--- src/rtl/pixel_enhance_pipe.sv ---
// Two-stage RGB pixel enhancement pipeline: per-channel brighten/darken/invert
// in stage 1, face bounding-box overlay in stage 2, with raster position tracking.
module pixel_enhance_pipe #(
    parameter int R_W   = 5,
    parameter int G_W   = 6,
    parameter int B_W   = 5,
    parameter int IMG_W = 640,
    parameter int IMG_H = 480,
    parameter int XY_W  = 10,
    parameter logic [R_W+G_W+B_W-1:0] BOX_COLOR = '1,
    localparam int PIX_W = R_W + G_W + B_W
) (
    input  logic             clk,
    input  logic             rst_n,
    input  logic [PIX_W-1:0] in_pixel,
    input  logic             in_valid,
    input  logic             in_sof,
    output logic             in_ready,
    input  logic [1:0]       mode,
    input  logic [2:0]       shift,
    input  logic             box_en,
    input  logic [XY_W-1:0]  box_x,
    input  logic [XY_W-1:0]  box_y,
    input  logic [XY_W-1:0]  box_w,
    input  logic [XY_W-1:0]  box_h,
    output logic [PIX_W-1:0] out_pixel,
    output logic             out_valid,
    input  logic             out_ready,
    output logic [XY_W-1:0]  out_x,
    output logic [XY_W-1:0]  out_y,
    output logic             out_sof,
    output logic             out_eol,
    output logic             frame_done
);

    localparam int CW = (R_W > G_W) ? ((R_W > B_W) ? R_W : B_W)
                                    : ((G_W > B_W) ? G_W : B_W);
    localparam logic [XY_W-1:0] X_LAST = XY_W'(IMG_W - 1);
    localparam logic [XY_W-1:0] Y_LAST = XY_W'(IMG_H - 1);
    localparam logic [XY_W:0]   ONE_E  = (XY_W+1)'(1);

    // Evaluated at the widest field width; with cmax set to the field's own
    // maximum the results are identical to field-width arithmetic.
    function automatic logic [CW-1:0] enh_ch(input logic [CW-1:0] c,
                                             input logic [CW-1:0] cmax,
                                             input logic [1:0]    m,
                                             input logic [2:0]    sh);
        logic [CW-1:0] r;
        case (m)
            2'd1:    r = c + ((cmax - c) >> sh);
            2'd2:    r = c - (c >> sh);
            2'd3:    r = cmax - c;
            default: r = c;
        endcase
        return r;
    endfunction

    logic [XY_W-1:0]  cnt_x_q, cnt_x_d;
    logic [XY_W-1:0]  cnt_y_q, cnt_y_d;

    logic [1:0]       cfg_mode_q, cfg_mode_d;
    logic [2:0]       cfg_shift_q, cfg_shift_d;
    logic             cfg_box_en_q, cfg_box_en_d;
    logic [XY_W-1:0]  cfg_box_x_q, cfg_box_x_d;
    logic [XY_W-1:0]  cfg_box_y_q, cfg_box_y_d;
    logic [XY_W-1:0]  cfg_box_w_q, cfg_box_w_d;
    logic [XY_W-1:0]  cfg_box_h_q, cfg_box_h_d;

    logic             s1_valid_q, s1_valid_d;
    logic [PIX_W-1:0] s1_pix_q, s1_pix_d;
    logic [XY_W-1:0]  s1_x_q, s1_x_d;
    logic [XY_W-1:0]  s1_y_q, s1_y_d;
    logic             s1_eof_q, s1_eof_d;

    logic             out_valid_q, out_valid_d;
    logic [PIX_W-1:0] out_pixel_q, out_pixel_d;
    logic [XY_W-1:0]  out_x_q, out_x_d;
    logic [XY_W-1:0]  out_y_q, out_y_d;
    logic             out_sof_q, out_sof_d;
    logic             out_eol_q, out_eol_d;
    logic             out_eof_q, out_eof_d;

    logic             advance;
    logic             accept;
    logic [XY_W-1:0]  tag_x, tag_y;
    logic             tag_first;
    logic             tag_eof;
    logic [1:0]       eff_mode;
    logic [2:0]       eff_shift;
    logic [CW-1:0]    r_enh, g_enh, b_enh;
    logic [PIX_W-1:0] enh_pix;
    logic [XY_W:0]    bx0, by0, bx1, by1, px, py;
    logic             in_xr, in_yr, on_vert, on_horz, border;

    assign advance  = out_ready | ~out_valid_q;
    assign accept   = in_valid & advance;
    assign in_ready = advance;

    // Stage 1: raster tagging, counter update and config capture.
    always_comb begin
        tag_x     = in_sof ? '0 : cnt_x_q;
        tag_y     = in_sof ? '0 : cnt_y_q;
        tag_first = (tag_x == '0) && (tag_y == '0);
        tag_eof   = (tag_x == X_LAST) && (tag_y == Y_LAST);

        cnt_x_d = cnt_x_q;
        cnt_y_d = cnt_y_q;
        if (accept) begin
            if (tag_x == X_LAST) begin
                cnt_x_d = '0;
                cnt_y_d = (tag_y == Y_LAST) ? '0 : tag_y + 1'b1;
            end else begin
                cnt_x_d = tag_x + 1'b1;
                cnt_y_d = tag_y;
            end
        end

        cfg_mode_d   = cfg_mode_q;
        cfg_shift_d  = cfg_shift_q;
        cfg_box_en_d = cfg_box_en_q;
        cfg_box_x_d  = cfg_box_x_q;
        cfg_box_y_d  = cfg_box_y_q;
        cfg_box_w_d  = cfg_box_w_q;
        cfg_box_h_d  = cfg_box_h_q;
        if (accept && tag_first) begin
            cfg_mode_d   = mode;
            cfg_shift_d  = shift;
            cfg_box_en_d = box_en;
            cfg_box_x_d  = box_x;
            cfg_box_y_d  = box_y;
            cfg_box_w_d  = box_w;
            cfg_box_h_d  = box_h;
        end

        // The first pixel of a frame already uses the config it latches.
        eff_mode  = tag_first ? mode  : cfg_mode_q;
        eff_shift = tag_first ? shift : cfg_shift_q;

        r_enh = enh_ch(CW'(in_pixel[PIX_W-1 -: R_W]), CW'({R_W{1'b1}}), eff_mode, eff_shift);
        g_enh = enh_ch(CW'(in_pixel[B_W +: G_W]),     CW'({G_W{1'b1}}), eff_mode, eff_shift);
        b_enh = enh_ch(CW'(in_pixel[B_W-1:0]),        CW'({B_W{1'b1}}), eff_mode, eff_shift);
        enh_pix = {r_enh[R_W-1:0], g_enh[G_W-1:0], b_enh[B_W-1:0]};

        s1_valid_d = s1_valid_q;
        s1_pix_d   = s1_pix_q;
        s1_x_d     = s1_x_q;
        s1_y_d     = s1_y_q;
        s1_eof_d   = s1_eof_q;
        if (advance) begin
            s1_valid_d = in_valid;
            if (in_valid) begin
                s1_pix_d = enh_pix;
                s1_x_d   = tag_x;
                s1_y_d   = tag_y;
                s1_eof_d = tag_eof;
            end
        end
    end

    // Stage 2: box border match against the config of the frame in stage 1.
    always_comb begin
        bx0 = {1'b0, cfg_box_x_q};
        by0 = {1'b0, cfg_box_y_q};
        bx1 = bx0 + {1'b0, cfg_box_w_q} - ONE_E;
        by1 = by0 + {1'b0, cfg_box_h_q} - ONE_E;
        px  = {1'b0, s1_x_q};
        py  = {1'b0, s1_y_q};

        in_xr   = (px >= bx0) && (px <= bx1);
        in_yr   = (py >= by0) && (py <= by1);
        on_vert = ((px == bx0) || (px == bx1)) && in_yr;
        on_horz = ((py == by0) || (py == by1)) && in_xr;
        border  = cfg_box_en_q && (cfg_box_w_q != '0) && (cfg_box_h_q != '0)
                  && (on_vert || on_horz);

        out_valid_d = out_valid_q;
        out_pixel_d = out_pixel_q;
        out_x_d     = out_x_q;
        out_y_d     = out_y_q;
        out_sof_d   = out_sof_q;
        out_eol_d   = out_eol_q;
        out_eof_d   = out_eof_q;
        if (advance) begin
            out_valid_d = s1_valid_q;
            if (s1_valid_q) begin
                out_pixel_d = border ? BOX_COLOR : s1_pix_q;
                out_x_d     = s1_x_q;
                out_y_d     = s1_y_q;
                out_sof_d   = (s1_x_q == '0) && (s1_y_q == '0);
                out_eol_d   = (s1_x_q == X_LAST);
                out_eof_d   = s1_eof_q;
            end
        end
    end

    always_ff @(posedge clk or negedge rst_n) begin
        if (!rst_n) begin
            cnt_x_q      <= '0;
            cnt_y_q      <= '0;
            cfg_mode_q   <= '0;
            cfg_shift_q  <= '0;
            cfg_box_en_q <= 1'b0;
            cfg_box_x_q  <= '0;
            cfg_box_y_q  <= '0;
            cfg_box_w_q  <= '0;
            cfg_box_h_q  <= '0;
            s1_valid_q   <= 1'b0;
            s1_pix_q     <= '0;
            s1_x_q       <= '0;
            s1_y_q       <= '0;
            s1_eof_q     <= 1'b0;
            out_valid_q  <= 1'b0;
            out_pixel_q  <= '0;
            out_x_q      <= '0;
            out_y_q      <= '0;
            out_sof_q    <= 1'b0;
            out_eol_q    <= 1'b0;
            out_eof_q    <= 1'b0;
        end else begin
            cnt_x_q      <= cnt_x_d;
            cnt_y_q      <= cnt_y_d;
            cfg_mode_q   <= cfg_mode_d;
            cfg_shift_q  <= cfg_shift_d;
            cfg_box_en_q <= cfg_box_en_d;
            cfg_box_x_q  <= cfg_box_x_d;
            cfg_box_y_q  <= cfg_box_y_d;
            cfg_box_w_q  <= cfg_box_w_d;
            cfg_box_h_q  <= cfg_box_h_d;
            s1_valid_q   <= s1_valid_d;
            s1_pix_q     <= s1_pix_d;
            s1_x_q       <= s1_x_d;
            s1_y_q       <= s1_y_d;
            s1_eof_q     <= s1_eof_d;
            out_valid_q  <= out_valid_d;
            out_pixel_q  <= out_pixel_d;
            out_x_q      <= out_x_d;
            out_y_q      <= out_y_d;
            out_sof_q    <= out_sof_d;
            out_eol_q    <= out_eol_d;
            out_eof_q    <= out_eof_d;
        end
    end

    assign out_valid  = out_valid_q;
    assign out_pixel  = out_pixel_q;
    assign out_x      = out_x_q;
    assign out_y      = out_y_q;
    assign out_sof    = out_sof_q;
    assign out_eol    = out_eol_q;
    assign frame_done = out_valid_q & out_ready & out_eof_q;

endmodule

--- config.mk ---
export PLATFORM = sky130hd
export DESIGN_NAME = pixel_enhance_pipe
export DESIGN_NICKNAME = d
export VERILOG_FILES = /design/src/rtl/pixel_enhance_pipe.sv
export SDC_FILE = /design/constraint.sdc
export NUM_CORES = 1
export LEC_CHECK = 0
export ABC_AREA = 1
export BUFFER_PORTS_ARGS = -buffer_cell sky130_fd_sc_hd__buf_4
export CAP_MARGIN = 20
export CORE_ASPECT_RATIO = 1.5
export CORE_MARGIN = 5
export CORE_UTILIZATION = 25
export CTS_BUF_LIST = sky130_fd_sc_hd__clkbuf_4
export CTS_CLUSTER_DIAMETER = 40
export DETAILED_ROUTE_END_ITERATION = 12
export PLACE_DENSITY_LB_ADDON = 0.15
export SETUP_SLACK_MARGIN = 0.05
export SYNTH_ARGS = -nofsm -noshare
export SYNTH_HDL_FRONTEND = slang
export SYNTH_SLANG_ARGS = --single-unit
--- constraint.sdc ---
create_clock -name clk -period 6.8 [get_ports clk]
set_input_delay 1.36 -clock clk [delete_from_list [all_inputs] [get_ports clk]]
set_output_delay 1.36 -clock clk [all_outputs]
set_load 0.005 [all_outputs]
==> impl_metrics.env <==
export IMPL_ir_worst_vdd_v=0.0001718
export IMPL_cp_max_fo=15
export IMPL_critPathMaxStageDelay_ps=400
export IMPL_via_per_inst=4.518
export IMPL_holdCritPathClass="reg2reg"
export IMPL_grt_pass1_wl_um=48460
export IMPL_path_common_cell="nand2_1"
export IMPL_grt_busiest_layer="met2"
export IMPL_synth_top_family_by_area="simple AND/OR/NAND/NOR gates"
export IMPL_gp_congestion=0.8588
export IMPL_muxShareOfSynthArea_pct=0.1135
export IMPL_p_leak_nw=5.825
export IMPL_postRouteAntennaNets=0
export IMPL_setup_tns_final_ps=0
export IMPL_reg2reg_from="cnt_y_q[0]"
export IMPL_rsz0062_at_grt="no"
export IMPL_crit_arrival_ps=5830
export IMPL_grt_usage_pct=13.74
export IMPL_slew_headroom_pct=36.97
export IMPL_gr_usage_met2_pct=24.77
export IMPL_die_width_um=172.7
export IMPL_cap_violations=0
export IMPL_dieArea_um2=43870
export IMPL_clk_path_buf_depth=2
export IMPL_criticalPathCategory="in2reg"
export IMPL_cts_root_buf="clkbuf_4"
export IMPL_p_per_area_nw_per_um2=464.1
export IMPL_synthSimpleGateAreaFrac_pct=21.96
export IMPL_hold_buffers=0
export IMPL_avgRoutedWirePerCell_um=15.75
export IMPL_period_needed_ps=5315
export IMPL_post_cts_buffers=0
export IMPL_ys_warn_count=0
export IMPL_num_rows=89
export IMPL_numCtsBuffers=17
export IMPL_layout_drive_gt1_share_pct=13.93
export IMPL_syn_inst=1288
export IMPL_hold_viol=0
export IMPL_holdCritStartpoint="out_x[4]"
export IMPL_syn_area_per_cell_um2=7.706
export IMPL_clock_sinks=144
export IMPL_dpl_cell_area_um2=11220
export IMPL_maxSlewViolCount=0
export IMPL_vias=8557
export IMPL_drtIter0Drc=392
export IMPL_overflow=0
export IMPL_htreeDepth=4
export IMPL_total_power_w=0.005330
export IMPL_ctsResizeCount=0
export IMPL_fmax_mhz=188.2
export IMPL_finalClockSkew_ps=17.67
export IMPL_crit_path_end_kind="flip-flop"
export IMPL_path_clk_slew_ps=130
export IMPL_syn_nets=1461
export IMPL_design_area_um2=11480
export IMPL_start_util_pct=25.25
export IMPL_dp_cells=1862
export IMPL_cp_top_family="simple AND/OR/NAND/NOR gates"
export IMPL_holdWs_ps=489.8
export IMPL_finalWirelength_um=29820
export IMPL_start_kind="input port"
export IMPL_synth_compound_gate_area_share_pct=15.96
export IMPL_synthAdderAreaFrac_pct=13.74
export IMPL_yosysSeqAreaShare_pct=36.30
export IMPL_syn_cell_area_um2=9926
export IMPL_dieHeight_um=254.0
export IMPL_worst_path_max_delay_cell="ha_1"
export IMPL_coreArea_um2=39310
export IMPL_status="completed"
export IMPL_finalSetupViolCount=0
export IMPL_port_buffers=107
export IMPL_grt_pass1_vias=8853
export IMPL_cts_tree="built"
export IMPL_hpwl_um=23280
export IMPL_grtUsageMet1_pct=16.24
export IMPL_antenna_found_initial=2
export IMPL_synth_cell_types=57
export IMPL_nNetsFinal=1554
export IMPL_fin_cells=1894
export IMPL_worst_ep_required_time_ps=7310
export IMPL_grt_start_max_net_pins=92
export IMPL_first_pass_iters=4
export IMPL_route_detailed_drc=0
export IMPL_syn2layout_area_growth_pct=15.69
export IMPL_ys_ff_latch=144
export IMPL_path_buf_inv=6
export IMPL_synth_xor_xnor_area_share_pct=2.647
export IMPL_groute_layer_met3_usage_pct=2.440
export IMPL_startpoint="in_sof"
export IMPL_ios=108
export IMPL_r2r_slack_ps=1980
export IMPL_period_share_pct=78.16
export IMPL_clk_latency_ps=610
export IMPL_final_fill_count=4330
export IMPL_worst_pin_slew_ps=945.4
[cells by family (layout without fill, tap and decap cells)]
| logic type | after synthesis | count (layout) |
|---|---|---|
| simple gates | 494 | 494 |
| compound gates | 283 | 283 |
| buf+inv | 230 | 335 |
| flops | 144 | 144 |
| fa+ha+maj | 106 | 106 |
| xor+xnor | 30 | 30 |
| mux | 1 | 1 |
| other cells | 0 | 1 |
[worst paths after layout]
path	endpoint	depth (start not counted)
setup / recovery	s1_pix_q[10]	29
hold / removal	out_x[4]	2
setup reg to reg	s1_pix_q[10]	29
hold reg to reg	out_x[4]	2
max in group asynchronous	out_y[3]	2
min in group asynchronous	cfg_box_x_q[5]	1
[layout by cell type, fill, tap and decap left out, drive strengths merged, types with 2 or more instances in the layout]
cell type	netlist	routed
a31oi	5	5
nor2	139	139
nand2	267	267
or2	4	4
nand4	23	23
inv	186	186
o211ai	7	7
ha	101	101
o22ai	9	9
xor2	23	23
nor4	9	9
bufinv	0	2
a21oi	136	136
clkbuf	28	19
o21ai	97	97
a32oi	2	2
xnor2	7	7
a21o	4	4
fa	5	5
o2111ai	2	2
o21bai	4	4
o32ai	4	4
nand3	40	40
nor3	9	9
buf	12	114
o221ai	3	3
dfrtp	144	144
a211oi	3	3
clkinv	4	14
[stage by stage]
step	setup slack, ps	util (%)
floorplan	1773	-
detailed placement	852.3	28.54
finish	1485	29.21
global route	1047	29.21
CTS	1517	29.21
global placement	1006	28.54
[cell type report]
| type | instances | area (um2) | area share [%] |
|---|---|---|---|
| multi-input cells | 914 | 5414 | 47.15 |
| flip-flops and latches | 144 | 3603 | 31.38 |
| repair buffers | 114 | 859.6 | 7.485 |
| inverters | 190 | 715.7 | 6.232 |
| well taps | 500 | 625.6 | 5.448 |
| clock buffers | 19 | 142.6 | 1.242 |
| clock inverters | 12 | 120.1 | 1.046 |
| diodes | 1 | 2.502 | 0.02179 |
[tightest hold or removal path, stage by stage (launching register included)]
cell     delay, ps
dfrtp_1        370
nand2_1         50
nand2_1         40
[cells in the mapped netlist, drive strengths merged]
cell type	n	area [um2]
nand3b	1	7.510
a22o	1	8.760
o21bai	4	30.03
clkbuf	28	105.1
nand2	267	1042
nor3b	1	7.510
nor2	139	591.8
a21o	4	30.03
and3	1	6.260
o211a	1	10.01
a32o	1	10.01
or2	4	25.03
nand4	23	143.9
nor3	9	55.05
inv	186	700.7
o21ai	97	515.5
clkinv	4	15.01
o41ai	1	8.760
a2111oi	1	8.760
nor4	9	62.56
o22ai	9	56.30
a32oi	2	17.52
nand3	40	237.7
xor2	23	201.4
xnor2	7	61.31
a21oi	136	688.2
a31oi	5	31.28
o2111ai	2	17.52
dfrtp	144	3603
a211oi	3	22.52
buf	12	100.1
mux2	1	11.26
o211ai	7	52.55
a22oi	1	7.510
o21a	1	7.510
ha	101	1264
fa	5	100.1
o221ai	3	26.28
o32ai	4	35.03
[report_power, final]
part           internal, W  switching, W  leakage (nW)
sequential         0.00110      0.000132          1.78
clock             0.000220      0.000333         0.153
combinational      0.00138       0.00216          3.89
total              0.00270       0.00263          5.82
[layer usage]
layer | vias up | wire length (um)
met5 | - | 1
met4 | 2 | 762
met3 | 41 | 888
met2 | 140 | 15230
met1 | 3953 | 12940
li1 | 4421 | -
Note: power is estimated with default switching activity, not from simulation.
